<file path="config.mk">
export PLATFORM = sky130hd
export DESIGN_NAME = add16
export DESIGN_NICKNAME = d
export VERILOG_FILES = /design/src/rtl/add16.sv
export SDC_FILE = /design/constraint.sdc
export NUM_CORES = 1
export LEC_CHECK = 0
export ABC_AREA = 0
export CORE_MARGIN = 4
export CORE_UTILIZATION = 38
export CTS_CLUSTER_DIAMETER = 60
export DETAILED_ROUTE_END_ITERATION = 6
export PLACE_DENSITY = 0.76
export SLEW_MARGIN = 0
export SYNTH_ARGS = -nofsm -noshare
export SYNTH_HDL_FRONTEND = slang
export SYNTH_SLANG_ARGS = --single-unit
export TNS_END_PERCENT = 100
</file>
<file path="constraint.sdc">
create_clock -name clk -period 12.5 [get_ports clk]
set_input_delay 2.5 -clock clk [delete_from_list [all_inputs] [get_ports clk]]
set_output_delay 2.5 -clock clk [all_outputs]
set_load 0.1 [all_outputs]
</file>
<file path="src/rtl/add16.sv">
// rtl/add16.sv - 16-bit carry-lookahead adder with registered sum and flags
//
// Purpose:
//   Computes s = X + Y + cin (mod 2^WIDTH) with one clock of latency. The
//   carry chain is built from GROUP-bit carry-lookahead groups. Carries ripple
//   from one group to the next. Status flags are registered together with the
//   sum.
//
// Ports:
//   clk    in   1      rising-edge clock
//   rst_n  in   1      synchronous reset, active low
//   X      in   WIDTH  operand A
//   Y      in   WIDTH  operand B
//   cin    in   1      carry in
//   s      out  WIDTH  registered sum
//   cout   out  1      registered unsigned carry out of the MSB
//   ovf    out  1      registered signed overflow
//   zero   out  1      registered, high when s == 0
//
// WIDTH must be a multiple of GROUP.

module add16 #(
   parameter int WIDTH = 16,
   parameter int GROUP = 4
) (
   input  logic             clk,
   input  logic             rst_n,
   input  logic [WIDTH-1:0] X,
   input  logic [WIDTH-1:0] Y,
   input  logic             cin,
   output logic [WIDTH-1:0] s,
   output logic             cout,
   output logic             ovf,
   output logic             zero
);

   localparam int NGRP = WIDTH / GROUP;

   logic [WIDTH-1:0] g;
   logic [WIDTH-1:0] p;
   logic [WIDTH:0]   c;
   logic             grp_cin;
   logic             term;
   logic             prod;

   logic [WIDTH-1:0] s_d,    s_q;
   logic             cout_d, cout_q;
   logic             ovf_d,  ovf_q;
   logic             zero_d, zero_q;

   assign g = X & Y;
   assign p = X ^ Y;

   // Inside a group, every carry is written in flat two-level form from the
   // group carry-in: c[b+j+1] = OR_m (g[b+m] & p[b+m+1..b+j]) | (p[b..b+j] & cin_grp).
   // Only the group carry-in ripples from one group to the next.
   always_comb begin
      c       = '0;
      grp_cin = cin;
      term    = 1'b0;
      prod    = 1'b0;
      c[0]    = cin;
      for (int grp = 0; grp < NGRP; grp++) begin
         for (int j = 0; j < GROUP; j++) begin
            // Propagate path straight from the group carry-in.
            prod = grp_cin;
            for (int k = 0; k <= j; k++) begin
               prod = prod & p[grp*GROUP + k];
            end
            term = prod;
            // Generate at bit m, propagated through bits m+1..j.
            for (int m = 0; m <= j; m++) begin
               prod = g[grp*GROUP + m];
               for (int k = m + 1; k <= j; k++) begin
                  prod = prod & p[grp*GROUP + k];
               end
               term = term | prod;
            end
            c[grp*GROUP + j + 1] = term;
         end
         grp_cin = c[(grp + 1) * GROUP];
      end
   end

   always_comb begin
      s_d    = p ^ c[WIDTH-1:0];
      cout_d = c[WIDTH];
      // Signed overflow occurs when the carry into the sign bit differs from
      // the carry out of the sign bit.
      ovf_d  = c[WIDTH] ^ c[WIDTH-1];
      zero_d = ~|s_d;
   end

   always_ff @(posedge clk) begin
      if (!rst_n) begin
         s_q    <= '0;
         cout_q <= 1'b0;
         ovf_q  <= 1'b0;
         zero_q <= 1'b1;
      end else begin
         s_q    <= s_d;
         cout_q <= cout_d;
         ovf_q  <= ovf_d;
         zero_q <= zero_d;
      end
   end

   assign s    = s_q;
   assign cout = cout_q;
   assign ovf  = ovf_q;
   assign zero = zero_q;

endmodule

</file>
* Word level (Yosys, flattened, before mapping)
Index checks and enable logic that the tools add are counted.
Word-level totals: flip-flop bits (word level) 19, input port bits 35, output and inout bits 19, word-level logic and storage cells 90
Cells by class: bitwise logic cells 84, reduce and logical (&&, ||, !) cells 2
Operator list (number):
- $and 1x1->1 | 40
- $or 1x1->1 | 40
- $xor 16x16->16 | 2
- $and 16x16->16 | 1
- $reduce_or 16->1 | 1
- $logic_not 1->1 | 1
- $xor 1x1->1 | 1

* Longest topological paths before layout
word-level depth 34, mapped depth 18, mapped depth without buffers 18

* Least setup slack after synthesis
OpenSTA, ideal clock, no wires.
kind input-to-reg, from in X[0], to reg zero_q (netlist: zero), setup time 96 ps, arrival 6536 ps, data required time 12404 ps, setup slack 5868 ps, stages 18, path buffers 0, cells stage by stage ha_1 > ha_1 > o211a_1 > o31a_1 > or2_1 > ha_1 > o211ai_1 > a21boi_0 > or2_1 > ha_1 > o211ai_1 > a21boi_1 > or2_1 > fa_1 > or4_1 > nor2_1 > o211ai_1 > o41ai_2
Between the ends: elaborated cells on any way between the ends 59, classes of those cells bitwise: 57; reduce/logical: 2
RTL lines:
- start: declaration | line 28 | input logic [WIDTH-1:0] X,
- $xor 16x16->16 | line 52 | assign p = X ^ Y;
- $and 1x1->1 (4 in series) | line 68 | prod = prod & p[grp*GROUP + k];
- $or 1x1->1 * (4 in series) | line 77 | term = term | prod;
- $and 1x1->1 * (4 in series) | line 68
- $or 1x1->1 * (4 in series) | line 77
- $and 1x1->1 * (4 in series) | line 68
- $or 1x1->1 * (4 in series) | line 77
- $xor 16x16->16 * | line 86 | s_d = p ^ c[WIDTH-1:0];
- net s_d[12] | line 46 | logic [WIDTH-1:0] s_d, s_q;
- $reduce_or 16->1 * | line 91 | zero_d = ~|s_d;
- $logic_not 1->1 * | line 91
- end signal: assignment | line 104 | zero_q <= zero_d;
- end: declaration | line 49 | logic zero_d, zero_q;
Mark *: on every way through the listed nets, which the timed path passes. The rest lies on a longest branch. A chain may end at the register's enable or synchronous reset.

* Worst setup path in the final report
Same ends and word-level chain as after synthesis.

==> impl_results.md <==
* TNS Setup at 0 ns
* Slew HR at 0.345
* GRT Total Usage at 0.139
* Routed length per instance at 13.6 microns
* Peak per-stage delay on the critical path at 0.45 ns
* Final Wtd Congestion at 0.776
* Area Overhead vs Synth at 51.0%
* Max frequency at 140 MHz
* Syn avg cell area at 10.5 sq um
* Final worst setup slack at 5.35 ns
* Iteration-0 DRC Markers at 9
* WL final at 2690 microns
* Slowest CP cell: clkdlybuf4s50_1
* Count of different cell masters after synthesis at 30
* Post-Syn Instances at 111
* GRT overflow at 0
* Kind of critical path: in -> reg
* Minimum clock period at 7.15 ns
* CP Launch Type: input pin
* Hold Fails Final Rpt at 0
* CTS HTree Levels at 1
* Layout cells sized above 1 at 0.0479
* Largest net degree at the start of global routing at 12
* Antenna Cells at 0
* # IOs at 54
* CTS Hold Bufs at 0
* DRC at 0
* Routed Antenna Nets at 0
* Clk sinks at 19
* Most frequent cells in the layout: clkdlybuf4s50_1 (53), ha_1 (20), dfxtp_1 (19)
* Crit path cell chain: clkdlybuf4s50_1 > ha_1 > ha_1 > o211a_1 > o31a_1 > or2_1 > ha_1 > o211ai_1 > a21boi_0 > or2_1 > ha_1 > o211ai_1 > a21boi_1 > or2_1 > fa_1 > or4_1 > nor2_1 > o211ai_1 > o41ai_2
* Worst Tran Pin Value at 0.979 ns
* PortBufs at 53
* Critical Path Source: X[0]
* Yosys Warn Count at 0
* Drt first pass iters at 4
* Most common cell after layout, fill and taps aside: clkdlybuf4s50_1
* Worst-path clk slew at 0.11 ns
* Max-slew violation count at 0
* # fillers at 249
* Crit-path max FO at 3
* Die width at 63.3 microns
* Register area share after synthesis at 0.327
* Maximum VDD drop at 43.5 uV
* Area occupied by multi-input gates at 774 sq um
* Die Ht at 63.3 microns
* Via/cell ratio at 5.14
* Status: finished clean
* Flop and latch count out of synthesis at 19
* RSZ-0062 raised after global routing: false
* Num CTS Buffers at 3
* Critical path capture point type: flip-flop
* Crit path to: zero
* Worst min-delay path class: in -> reg
* Finish-stage setup viols at 0
* FP Rows at 19
* Initial antenna violation count at 0
* CTS tree: done
* Core area at 2830 sq um
* Vias in the first global route at 997
* Leakage power at 0.744 nW
* Place WS at 5.07 ns
* Post-CTS Setup Inserts at 0
* Area occupied by registers at 380 sq um
* Initial Util at 0.411
* DP Wirelength at 2370 microns
* Max-cap violations at 0
* WP data required at 12.71 ns
* Clock Tree Root: clkbuf_4
* Max Buffers Root-to-Sink at 2
* Total number of vias at 1,017
* Power per standard cell area at 122 nW/um^2
* Synthesized Nets at 170
* Crit path top cell by count: ha_1
* Fin nets at 227
* Post-CTS Resized at 0
* Worst EP arrival at 7.36 ns
* Post-Syn Area at 1160 sq um
* Global-route wire length before repair at 4470 microns
* Final worst-path cycle share at 0.572
* Area of the die at 4010 sq um
## metal layers
layer  track usage  routed length [microns]  vias to the layer above
li1              -                        -                      521
met1         0.168                     1220                      456
met2         0.236                     1280                       36
met3        0.0373                      158                        4
met4        0.0485                       29                        0
met5             0                        0                        -
## metrics by stage
step	util	hold slack (ns)	instance area [sq um]	power [mW]	instances
floorplan	-	2.72	1160	0.152	111
global route	0.621	2.96	1760	0.225	198
global placement	0.611	3.24	1730	0.184	194
finish	0.621	2.93	1760	0.214	198
CTS	0.621	2.92	1760	0.215	198
detailed placement	0.611	3.22	1730	0.185	194
## kinds of logic after synthesis
kind of cell / count (synthesis) / share of synthesized area
AND/OR/NAND/NOR: 37 / 0.193
flip-flops: 19 / 0.327
AO/OA/AOI/OAI: 25 / 0.159
XOR/XNOR: 4 / 0.0301
buffers and inverters: 2 / 0.00645
adder cells (fa/ha/maj): 24 / 0.284
## synth_stat cells
| library cell | count | area share |
|---|---|---|
| ha_1 | 20 | 0.22 |
| dfxtp_1 | 19 | 0.33 |
| nor3_1 | 10 | 0.043 |
| and2_1 | 8 | 0.043 |
| o21a_1 | 5 | 0.032 |
| a21oi_1 | 4 | 0.017 |
| fa_1 | 4 | 0.069 |
| nand2_1 | 4 | 0.013 |
| nor2_1 | 4 | 0.013 |
| o211ai_1 | 4 | 0.026 |
| xor2_1 | 4 | 0.030 |
| and3b_1 | 3 | 0.023 |
| or2_1 | 3 | 0.016 |
| a21boi_1 | 2 | 0.013 |
| o22ai_1 | 2 | 0.011 |
| a211o_1 | 1 | 0.0075 |
| a21boi_0 | 1 | 0.0065 |
| and2_2 | 1 | 0.0065 |
| clkbuf_1 | 1 | 0.0032 |
| inv_1 | 1 | 0.0032 |
| nand3_1 | 1 | 0.0043 |
| nor3_4 | 1 | 0.014 |
| nor4_2 | 1 | 0.011 |
| o211a_1 | 1 | 0.0086 |
| o21ai_0 | 1 | 0.0043 |
| o21ai_1 | 1 | 0.0043 |
| o221ai_1 | 1 | 0.0075 |
| o31a_1 | 1 | 0.0075 |
| o41ai_2 | 1 | 0.014 |
| or4_1 | 1 | 0.0065 |
## area by class of cell
| type | instances | share of cell area |
|---|---|---|
| Sequential cell | 19 | 0.217 |
| Clock buffer | 3 | 0.0128 |
| Clock inverter | 1 | 0.00285 |
| Multi-Input combinational cell | 90 | 0.441 |
| Inverter | 1 | 0.00214 |
| Timing Repair Buffer | 53 | 0.302 |
| Tap cell | 31 | 0.0221 |
## critical path, delay by kind of cell
family	cells	cell delay (ns)
buffers and inverters	1	0.45
and+or+nand+nor	5	1.29
AOI/OAI and AO/OA	8	1.71
adders and majority gates	5	1.40
## power by group
group | switching, mW | internal (mW)
registers | 0.00170 | 0.0676
logic | 0.0775 | 0.0371
clock network | 0.0185 | 0.0119
total | 0.0977 | 0.117
## how the worst min path moves through the flow
stage,cells after the start,endpoint,startpoint
after floorplan,2,s[2],rst_n
after global placement,2,zero,rst_n
after detailed placement,2,zero,rst_n
after CTS,2,zero,rst_n
after global routing,2,zero,rst_n
final,2,zero,rst_n
## sequential cells by signal, indices dropped and copies added (netlist names)
name,count
ovf,1
cout,1
zero,1
s,16
Power figures use the tool's default switching activity.
==> variant 1, RTL diff (config.mk and constraints unchanged) <==
The parameter `GROUP` goes from 4 to 3.
--- a/src/rtl/add16.sv
+++ b/src/rtl/add16.sv
@@ -23,3 +23,3 @@
    parameter int WIDTH = 16,
-   parameter int GROUP = 4
+   parameter int GROUP = 3
 ) (
Behaviour: not the same (Yosys sat finds a counterexample within 4 cycles, from zero or initial values and one cycle with rst_n low).
==> variant 1 against the unedited design <==
Final cell count down 3.5%. Global-route usage down 0.88 points. Wire length down 4.2%. Area after synthesis down 2.9%. Setup slack better by 0.42 ns. Maximum frequency up 6.2%. Synthesized cell count down 4.5%. Design area down 2.4%. Total power up 1.0%. Sequential cell count down 1. Critical path type unchanged. Largest cell class unchanged.
==> variant 1: results (changes against the unedited design) <==
| Metric | Value |
|---|---|
| PortBufs | 52 (-1.9%) |
| Stage delay of the slowest cell on the critical path | 0.53 ns (+0.08 ns) |
| ClkCell Share | 2.12% (+0.55 points) |
| Area contributors post-synth | dfxtp_1 (32%), ha_1 (22%), fa_1 (8.9%) |
| Area of the multi-input gates | 753 µm² (-2.7%) |
| Number of signal-net buffers in the layout | 52 (-1.9%) |
| Routability congestion estimate from global placement | 0.721 (-7.1%) |
| Number of nets in the finished design | 221 (-2.6%) |
| Fill count | 242 (-2.8%) |
| Leakage power total | 0.704 nW (-5.3%) |
| Arrival time reported for the critical path endpoint | 6.92 ns (-0.44 ns) |
| Worst hold slack | 3.02 ns (+0.0896 ns) |
| Detailed Route WL | 2580 µm (-4.2%) |
| Sequential-to-total area share from yosys stat | 31.9% (-0.79 points) |
| Average cell area after synthesis | 10.6 µm² (+1.7%) |
| Number of flip-flops and latches | 18 (-1) |
| CP delay by family, top | adder cells |
| Iter 0 DRT Violations | 15 (+6) |
| Register area | 360 µm² (-5.3%) |
| Vias per std cell | 4.83 (-5.9%) |
| Placed instance count | 187 (-3.6%) |
| Status | finished clean |
| First-pass GRT wire length | 4210 µm (-5.9%) |
| All-Layer GR Usage | 13.0% (-0.88 points) |
| Post-layout power | 0.217 mW (+1.0%) |
| Switching share of total power | 45.0% (-0.56 points) |
==> variant 1: worst max-delay path by stage <==
stage,slack [ns],from,cells past startpoint,endpoint
CTS,5.77,Y[0],20,zero
finish,5.77,Y[0],20,zero
floorplan,6.34,X[0],19,zero
global placement,5.68,X[0],20,zero
detailed placement,5.51,Y[0],20,zero
global route,5.41,X[0],20,zero
==> variant 1: logic make-up after synthesis <==
kind of cell | share of synthesized area, %
AND/OR/NAND/NOR | 17.3
buffers and inverters | 1.33
other | 0.332
AO/OA/AOI/OAI | 11.9
XOR/XNOR | 6.21
flip-flops | 31.9
adder cells (fa/ha/maj) | 31.0
==> variant 1: metal layers <==
metal | track usage (%) | vias to the layer above | part of all wire, %
li1 | - | 476 | -
met1 | 13.5 | 414 | 40
met2 | 25.2 | 31 | 52
met3 | 3.96 | 2 | 6.9
met4 | 3.03 | 0 | 0.62
met5 | 0 | - | 0
==> variant 2, RTL diff (same settings) <==
Made on the original files. Register the output `zero` once more, without a reset; this adds one clock of latency there. The other outputs are not delayed to match. Comments in the files are not updated.
--- a/src/rtl/add16.sv
+++ b/src/rtl/add16.sv
@@ -110,3 +110,5 @@
    assign ovf  = ovf_q;
-   assign zero = zero_q;
+   always_ff @(posedge clk) begin
+      zero <= zero_q;
+   end
 
Check against the original RTL: not equivalent (a bounded check fails within 4 cycles, from zero or initial values and one cycle with rst_n low).
==> variant 2 against the unedited design <==
Via count increased by 0.69%. Core utilization increased by 0.49 points. Design area increased by 1.6%. Total power increased by 4.6%. Non-clock buffer count unchanged. Setup slack got worse by 0.041 ns. Sequential cell count increased by 1. Wire length increased by 2.5%. Area after synthesis increased by 1.7%. Largest cell class unchanged.
==> variant 2: results (changes against the unedited design) <==
| Metric | Value |
|---|---|
| Sequential-to-total area share from yosys stat | 33.9% (+1.1 points) |
| Routability congestion estimate from global placement | 0.803 (+3.5%) |
| Number of vias after detailed routing | 1024 (+0.69%) |
| Min-delay src | zero_q |
| TritonCTS buffer count | 3 (unchanged) |
| WL met3 | 189 µm (+20%) |
| Pre-CTS WS | 5.05 ns (-0.0149 ns) |
| Worst rel slew slack | 34.8% (+0.30 points) |
| Fraction of layout cells with a size suffix above 1 | 4.76% (-0.029 points) |
| Average cell area after synthesis | 10.6 µm² (+0.81%) |
| Async set-reset flop share out of synthesis | 0% (unchanged) |
| HPWL after detailed placement | 2390 µm (+0.98%) |
| Area contributors post-synth | dfxtp_1 (34%), ha_1 (21%), fa_1 (6.8%) |
| Met1 usage | 15.1% (-1.7 points) |
| Routed met2 length | 1380 µm (+7.5%) |
| All-Layer GR Usage | 13.7% (-0.19 points) |
| Global Route met2 Usage | 26.3% (+2.7 points) |
| GR Util met3 | 3.50% (-0.23 points) |
| Hold-critical path endpoint | zero |
| Worst hold slack | 0.348 ns (-2.58 ns) |
| Fill count | 256 (+2.8%) |
| Number of nets in the finished design | 228 (+0.44%) |
| Kind of path behind the tightest hold check | reg2reg |
| Leakage power total | 0.755 nW (+1.6%) |
| Placed cell areas | 1750 µm² (+1.2%) |
| Iter 0 DRT Violations | 13 (+4) |
| Status | finished clean |
| First-pass GRT wire length | 4590 µm (+2.6%) |
| Synth cell count leaders | dfxtp_1 (20), ha_1 (20), nor3_1 (10), and2_1 (8), o21a_1 (5) |
| Stage delay of the slowest cell on the critical path | 0.45 ns (about the same) |
| Post-synth net total | 171 (+0.59%) |
| Cell count of the worst hold path | 0 (-2) |
| Critical path endpoint | zero_q |
| Placed instance count | 195 (+0.52%) |
| Latest clock arrival within the worst-skew pair | approximately 0.29 ns |
| Reg2Reg Depth | 0 |
| Antenna violations before repair | 0 (unchanged) |
| DRT met1 WL | 1180 µm (-3.5%) |
-- variant 2: cell count changes in the layout (fill, tap and decap cells not counted), sizes merged --
cell,delta
clkbuf,+1
clkinv,-1
dfxtp,+1
-- variant 2: cells by family (layout without fill, tap and decap cells) --
| logic type | Yosys count | in the layout | share of synthesized area [%] |
|---|---|---|---|
| simple gates | 37 | 37 | 18.9 |
| compound gates | 25 | 25 | 15.7 |
| fa+ha+maj | 24 | 24 | 27.9 |
| flops | 20 | 20 | 33.9 |
| xor+xnor | 4 | 4 | 2.96 |
| buf+inv | 2 | 58 | 0.634 |
-- variant 2: cell type report --
class	count	area share [%]
Multi-Input combinational cell	90	43.4
Tap cell	31	2.17
Inverter	1	0.210
Sequential cell	20	22.4
Clock buffer	4	2.03
Timing Repair Buffer	53	29.7
-- variant 2: power breakdown --
group	internal (mW)	switching, mW
combinational	0.0370	0.0774
sequential	0.0710	0.00158
clock	0.0177	0.0194
total	0.126	0.0984
